File: config.mk
export PLATFORM = sky130hd
export DESIGN_NAME = fetch_unit
export DESIGN_NICKNAME = d
export VERILOG_FILES = /design/src/rtl/mips_pkg.sv /design/src/rtl/fetch_unit.sv
export SDC_FILE = /design/constraint.sdc
export NUM_CORES = 1
export LEC_CHECK = 0
export ABC_AREA = 1
export BUFFER_PORTS_ARGS = -buffer_cell sky130_fd_sc_hd__buf_4
export CAP_MARGIN = 20
export CORE_MARGIN = 3
export CORE_UTILIZATION = 50
export DETAILED_ROUTE_END_ITERATION = 12
export MAX_ROUTING_LAYER = met4
export PLACE_DENSITY = 0.79
export SLEW_MARGIN = 20
export SYNTH_ARGS = -nofsm -noshare
export SYNTH_HDL_FRONTEND = slang
export SYNTH_SLANG_ARGS = --single-unit
export TNS_END_PERCENT = 10
File: constraint.sdc
create_clock -name clk -period 3.74 [get_ports clk]
set_input_delay 0.374 -clock clk [delete_from_list [all_inputs] [get_ports clk]]
set_output_delay 0.374 -clock clk [all_outputs]
set_load 0.01 [all_outputs]
File: src/rtl/mips_pkg.sv
// Shared MIPS core definitions: fetch FSM states, PC increment and the
// instruction-memory word-index slice.
package mips_pkg;

    typedef enum logic [1:0] {
        ST_IDLE,
        ST_FETCH,
        ST_FULL,
        ST_FAULT
    } fetch_state_e;

    localparam logic [31:0] PC_INC = 32'd4;
    localparam int          IDX_HI = 13;
    localparam int          IDX_LO = 2;

    // Word index the instruction memory decodes from a byte address.
    function automatic logic [IDX_HI-IDX_LO:0] word_index(input logic [31:0] addr);
        return addr[IDX_HI:IDX_LO];
    endfunction

endpackage

File: src/rtl/fetch_unit.sv
// Instruction-fetch front end: PC, instruction register and valid/ready output.
// Optional range check on fetch and redirect addresses: FETCH_BOUND_CHECK_EN.
module fetch_unit
    import mips_pkg::*;
#(
    parameter logic [31:0] RESET_PC  = 32'h0000_0000,
    parameter int          MEM_WORDS = 64
) (
    input  logic        clk,
    input  logic        reset,
    output logic [31:0] imem_addr,
    input  logic [31:0] imem_instr,
    output logic [31:0] ir,
    output logic [31:0] ir_pc,
    output logic [31:0] ir_pc_plus4,
    output logic        ir_valid,
    input  logic        ir_ready,
    input  logic        redirect,
    input  logic [31:0] redirect_pc,
    output logic [31:0] pc,
    output logic        fault
);

`ifdef FETCH_BOUND_CHECK_EN
    localparam bit BOUND_EN = 1'b1;
`else
    localparam bit BOUND_EN = 1'b0;
`endif

    // First byte address past the populated instruction words.
    localparam logic [32:0] MEM_BYTES = 33'(MEM_WORDS) << IDX_LO;

    fetch_state_e r_state, w_state_next;
    logic [31:0]  r_pc, r_ir, r_ir_pc;
    logic         r_ir_valid, r_fault;

    logic [31:0]  w_pc_next, w_ir_next, w_ir_pc_next;
    logic         w_valid_next, w_fault_next;
    logic         w_capture;
    logic         w_fetch_oob;
    logic         w_redir_bad;

    assign w_fetch_oob = BOUND_EN && ({1'b0, r_pc} >= MEM_BYTES);
    assign w_redir_bad = (redirect_pc[1:0] != 2'b00)
                      || (BOUND_EN && ({1'b0, redirect_pc} >= MEM_BYTES));

    always_comb begin
        // NOTE: every output of this block gets a default here, so no path
        // leaves one unassigned and no latch is inferred.
        w_state_next = r_state;
        w_pc_next    = r_pc;
        w_ir_next    = r_ir;
        w_ir_pc_next = r_ir_pc;
        w_valid_next = r_ir_valid;
        w_fault_next = r_fault;
        w_capture    = 1'b0;

        if (r_state == ST_FAULT) begin
            w_valid_next = 1'b0;
        end else if (redirect) begin
            // A redirect discards any held word, even one being consumed now.
            w_valid_next = 1'b0;
            if (w_redir_bad) begin
                w_fault_next = 1'b1;
                w_state_next = ST_FAULT;
            end else begin
                w_pc_next    = redirect_pc;
                w_state_next = ST_FETCH;
            end
        end else begin
            unique case (r_state)
                ST_IDLE:  w_state_next = ST_FETCH;
                ST_FETCH: w_capture    = 1'b1;
                ST_FULL:  w_capture    = ir_ready;
                default:  w_capture    = 1'b0;
            endcase
        end

        if (w_capture) begin
            if (w_fetch_oob) begin
                w_fault_next = 1'b1;
                w_valid_next = 1'b0;
                w_state_next = ST_FAULT;
            end else begin
                w_ir_next    = imem_instr;
                w_ir_pc_next = r_pc;
                w_pc_next    = r_pc + PC_INC;
                w_valid_next = 1'b1;
                w_state_next = ST_FULL;
            end
        end
    end

    always_ff @(posedge clk) begin
        // NOTE: state registers use non-blocking assignments so every flop
        // samples the pre-edge values, independent of statement order.
        if (reset) begin
            r_state    <= ST_IDLE;
            r_pc       <= RESET_PC;
            r_ir       <= '0;
            r_ir_pc    <= '0;
            r_ir_valid <= 1'b0;
            r_fault    <= 1'b0;
        end else begin
            r_state    <= w_state_next;
            r_pc       <= w_pc_next;
            r_ir       <= w_ir_next;
            r_ir_pc    <= w_ir_pc_next;
            r_ir_valid <= w_valid_next;
            r_fault    <= w_fault_next;
        end
    end

    assign imem_addr   = r_pc;
    assign pc          = r_pc;
    assign ir          = r_ir;
    assign ir_pc       = r_ir_pc;
    assign ir_pc_plus4 = r_ir_pc + PC_INC;
    assign ir_valid    = r_ir_valid;
    assign fault       = r_fault;

endmodule

Word-level counts from Yosys, hierarchy flattened. Index checks and enable logic that the tools add are counted.

Logic and storage cells: 41. Register bits: 100. Bits of input ports: 68. Output and inout port bits: 162.

Add/sub/neg operators: 2. Bitwise gates (word level): 1. Reduce and logical (&&, ||, !) cells: 11. Eq/ne operators: 5. Muxes and demuxes: 15.

Operators by type and width (number): 32-bit 2-to-1 mux (4); 32-bit by 3-bit adder with 32-bit output, second input constant (2); 2-bit 2-to-1 mux (5); 3-bit AND reduction (2); 2-bit nonzero test (3); 3-bit nonzero test (2); 1-bit 2-to-1 mux (5); 2-bit equality test, second input constant (2); 2-bit != test, second input constant (2); 2-bit AND reduction (2); 2-bit by 1-bit equality test with 1-bit output, second input constant (1); 2-bit logical NOT (1); 1-bit one-hot mux with 2 select lines (1); 2-bit OR reduction (1); 1-bit inverter (1).

Longest topological paths before layout.
Word-level depth: 6. Depth in mapped cells: 12. Gate-level depth less buffers: 10.

Worst setup path before layout. OpenSTA, ideal clock, no wires.

Path kind: reg2out. Start point: register r_ir_pc[3] (netlist: ir_pc[3]). End point: output port ir_pc_plus4[30]. Arrival time: 1420 ps. Path buffers: 0. Cell stages (with the launch flop): 8. Data required time: 3366 ps. Path slack: 1946 ps. Cells stage by stage: dfxtp_1 ha_1 nand2_1 nor2_1 inv_1 nor2_1 nand2_1 xor2_1.

Word-level cells in the longest chain between the ends: 1.

RTL lines: start, declared (RTL line fetch_unit.sv:34) `logic [31:0] r_pc, r_ir, r_ir_pc;`; start signal, assigned (RTL line fetch_unit.sv:108) `r_ir_pc <= w_ir_pc_next;`; 32-bit by 3-bit adder with 32-bit output (RTL line fetch_unit.sv:118) `assign ir_pc_plus4 = r_ir_pc + PC_INC;`; end, declared (RTL line fetch_unit.sv:15) `output logic [31:0] ir_pc_plus4,`.

Every way passes these cells.

Final worst setup path.
Start point: register r_state[0]. End point: register r_pc[8] (netlist: imem_addr[8]).

Word-level cells in the longest chain between the ends: 6. Elaborated cells on any way between the ends: 11. Classes of those cells: eq/ne: 5; mux: 4; reduce/logical: 2.

RTL lines: start, declared (RTL line fetch_unit.sv:33) `fetch_state_e r_state, w_state_next;`; start signal, assigned (RTL line fetch_unit.sv:105) `r_state <= w_state_next;`; 2-bit equality test / 2-bit by 1-bit equality test with 1-bit output (equally long branches) (RTL line fetch_unit.sv:71) `unique case (r_state)`; 1-bit one-hot mux with 2 select lines (RTL line fetch_unit.sv:71); 1-bit 2-to-1 mux (RTL line fetch_unit.sv:60) `end else if (redirect) begin`; 1-bit 2-to-1 mux (RTL line fetch_unit.sv:58) `if (r_state == ST_FAULT) begin`; 2-bit != test (no line) / 2-bit nonzero test (equally long branches); 3-bit AND reduction (no line); end signal, assigned (RTL line fetch_unit.sv:106) `r_pc <= w_pc_next;`; end, declared (RTL line fetch_unit.sv:34).

Several ways; a longest one is shown, not always the timed one. A chain may end at the register's enable or synchronous reset.

==> impl_metrics.py <==
metrics = {
    "run_status": {
        "status": "finished clean",
    },
    "floorplanning": {
        "die_h_um": 114,
        "rows": 38,
        "design.core.area_um2": 11100,
        "fp.dieW_um": 114,
        "start_util": 0.524,
        "dieArea_um2": 12900,
        "ios": 230,
    },
    "detailed_routing": {
        "top_layer": "met4",
        "vias": 6146,
        "ant_nets": 0,
        "wl_met2_um": 8320,
        "viasPerCell": 5.11,
        "drc": 0,
        "drt_wl_total_um": 17300,
        "first_pass_iters": 5,
        "routedWlPerCell_um": 14.4,
        "wl_met1_um": 7340,
        "drt_iter0_drc": 451,
        "wl_met3_um": 1240,
    },
    "clock_network": {
        "post_cts_buffers": 0,
        "ctsHoldBuffers": 0,
        "cts_sinks": 100,
        "cts_resized": 0,
        "insertion_delay_ns": 0.35,
        "cts_buffer_depth": 2,
        "cts_tree": "built",
        "cts_max_level": 3,
        "root_buffer": "clkbuf_16",
        "cts_buffers": 9,
        "clk_pin_slew_ns": 0.08,
    },
    "placement": {
        "gp_congestion": 0.971,
        "io_buffers": 229,
        "place_hpwl_um": 13100,
    },
    "cells_and_area": {
        "post-route-util": 0.687,
        "areaGrowthSynthToFinish_pct": 31.2,
        "diodes": 0,
        "drive_above_1_share": 0.262,
        "regArea_um2": 2000,
        "nFillCells": 1027,
        "layout.nets": 1132,
        "multi_input_area_um2": 3050,
    },
    "pwr": {
        "p_leak_nw": 3.46,
        "ir_worst_vdd_uv": 345,
        "powerDensity_nw_per_um2": 439,
    },
    "critical_path": {
        "crit_slowest_cell": "nand2_2",
        "startpoint": "r_state[0]",
        "r2r-end": "imem_addr[8]",
        "reg2reg_slack_ns": 1.12,
        "rr_worst_depth": 9,
        "cp-end-kind": "flip-flop",
        "crit_path_end": "imem_addr[8]",
        "crit_fanout": 121,
        "crit_arrival_ns": 2.83,
        "crit_top_cell": "inv_1",
        "slowest_delay_ns": 0.55,
        "worstSetupPathType": "flip-flop to flip-flop",
        "cp.required_ns": 3.95,
        "timing.rr.start": "r_state[0]",
        "cp_cell_sequence": "inv_1 > ha_1 > nand3_4 > buf_12 > nand2_2 > inv_1 > nor2_1 > nand2_1 > a21oi_1",
        "startpoint_type": "flip-flop",
    },
    "sta": {
        "layout_min_cycle_time_ns": 2.62,
        "final.setup.tns_ns": 0,
        "final-hold-violation-count": 0,
        "setup_viol": 0,
        "final_max_slew_viol_count": 0,
        "worstMarginPinSlew_ns": 0.890,
        "skew_ns": 0.00814,
        "min_period_over_period": 0.701,
        "rsz0062_at_grt": "no",
        "relSlewSlack": 0.406,
        "fmax_mhz": 382,
    },
    "synthesis": {
        "netlist_area_um2": 5800,
        "synth_top_cell_area_share": 0.345,
        "post-synth-top-area-cell": "dfxtp_1",
        "synth_cell_types": 30,
        "synth-seq-cells": 100,
        "synth_nets": 958,
        "netlist_instances": 884,
        "yosys_warnings": 0,
        "synth_common_cells": "nor2_1 (202), nand2_1 (201), dfxtp_1 (100), o21ai_0 (80), inv_1 (78)",
        "ys_seq_area_frac": 0.345,
        "synth.avg_cell_area_um2": 6.56,
        "async_reset_ff_frac": 0,
        "synth_flop_cell": "dfxtp_1",
        "yosysMostFrequentCell": "nor2_1",
        "synth-edff-count": 0,
        "synthTopCellsByArea": "dfxtp_1 (35%), nor2_1 (13%), nand2_1 (13%), o21ai_0 (6.9%), inv_1 (5.0%)",
    },
    "grt": {
        "grt_pass1_vias": 5531,
        "grtUsageTotal": 0.269,
        "grt-ovfl-total": 0,
        "grt_start_max_net_pins": 122,
        "antenna_found_initial": 0,
        "grt_pass1_wl_um": 27200,
    },
    "run": {
        "maxCapViolations": 0,
    },
    "hold_path": {
        "hold-path-cell-count": 3,
        "hold_path_class": "primary input to flip-flop",
    },
}
-- per-layer routing --
layer,track usage,up-vias
met3,0.0313,30
met5,-,-
met4,0.0865,0
li1,-,3107
met1,0.344,2746
met2,0.445,263
-- cell usage in the layout, fill, tap and decap left out, drive strengths merged --
| cell type | count |
|---|---|
| nor2 | 215 |
| clkinv | 3 |
| buf | 233 |
| nand3b | 1 |
| bufinv | 1 |
| inv | 82 |
| and2 | 1 |
| ha | 6 |
| nand3 | 32 |
| o21ai | 83 |
| nand4 | 8 |
| a31oi | 2 |
| a21oi | 17 |
| and3 | 1 |
| a211oi | 18 |
| o211a | 2 |
| xnor2 | 1 |
| dfxtp | 100 |
| xor2 | 30 |
| clkbuf | 9 |
| nor3 | 14 |
| nand2 | 204 |
-- where the power goes --
group | switching (W) | internal (W) | total (W)
Clock | 0.000455 | 0.000544 | 0.000998
Sequential | 0.000174 | 0.00120 | 0.00137
Combinational | 0.000516 | 0.000455 | 0.000971
Total | 0.00114 | 0.00220 | 0.00334
-- state kept, by name (all words and copies together), names as in the netlist --
name       flops
ir            32
fault          1
imem_addr     32
ir_valid       1
ir_pc         32
r_state        2
-- kinds of logic after synthesis --
group,Yosys count,share of synthesized area
AOI/OAI and AO/OA,122,0.126
buffers and inverters,149,0.130
and+or+nand+nor,476,0.340
xor gates and xnor gates,31,0.0468
DFF,100,0.345
adders and majority gates,6,0.0129
-- cell type report --
cell class / instances / share of cell area
Multi-Input combinational cell: 635 / 0.400
Sequential cell: 100 / 0.263
Tap cell: 140 / 0.0230
Clock buffer: 9 / 0.0296
Timing Repair Buffer: 233 / 0.232
Clock inverter: 7 / 0.0135
Inverter: 79 / 0.0390
-- through the flow --
stage | total power [W] | area, um^2 | hold slack [ns] | std cells | worst slack (ns)
after floorplan | 0.00194 | 5800 | 0.487 | 884 | 1.95
after global placement | 0.00235 | 7280 | 0.453 | 1187 | 1.26
after detailed placement | 0.00237 | 7280 | 0.467 | 1187 | 1.20
after CTS | 0.00335 | 7610 | 0.267 | 1203 | 1.19
after global routing | 0.00352 | 7610 | 0.280 | 1203 | 0.841
final | 0.00334 | 7610 | 0.270 | 1203 | 1.12
-- critical path, delay by kind of cell (launching register included) --
| kind | cells | cell delay, ns |
|---|---|---|
| buf+inv | 3 | 0.84 |
| simple gates | 4 | 0.80 |
| flops | 1 | 0.36 |
| fa+ha+maj | 1 | 0.33 |
| compound gates | 1 | 0.05 |
-- worst min path at each step --
stage	start	end	slack [ns]
after CTS	imem_instr[28]	ir[28]	0.27
after detailed placement	ir_valid	ir_valid	0.47
after floorplan	ir_valid	ir_valid	0.49
after global routing	imem_instr[5]	ir[5]	0.28
final	imem_instr[5]	ir[5]	0.27
after global placement	fault	fault	0.45
No activity file was read; power rests on OpenSTA's default activity.
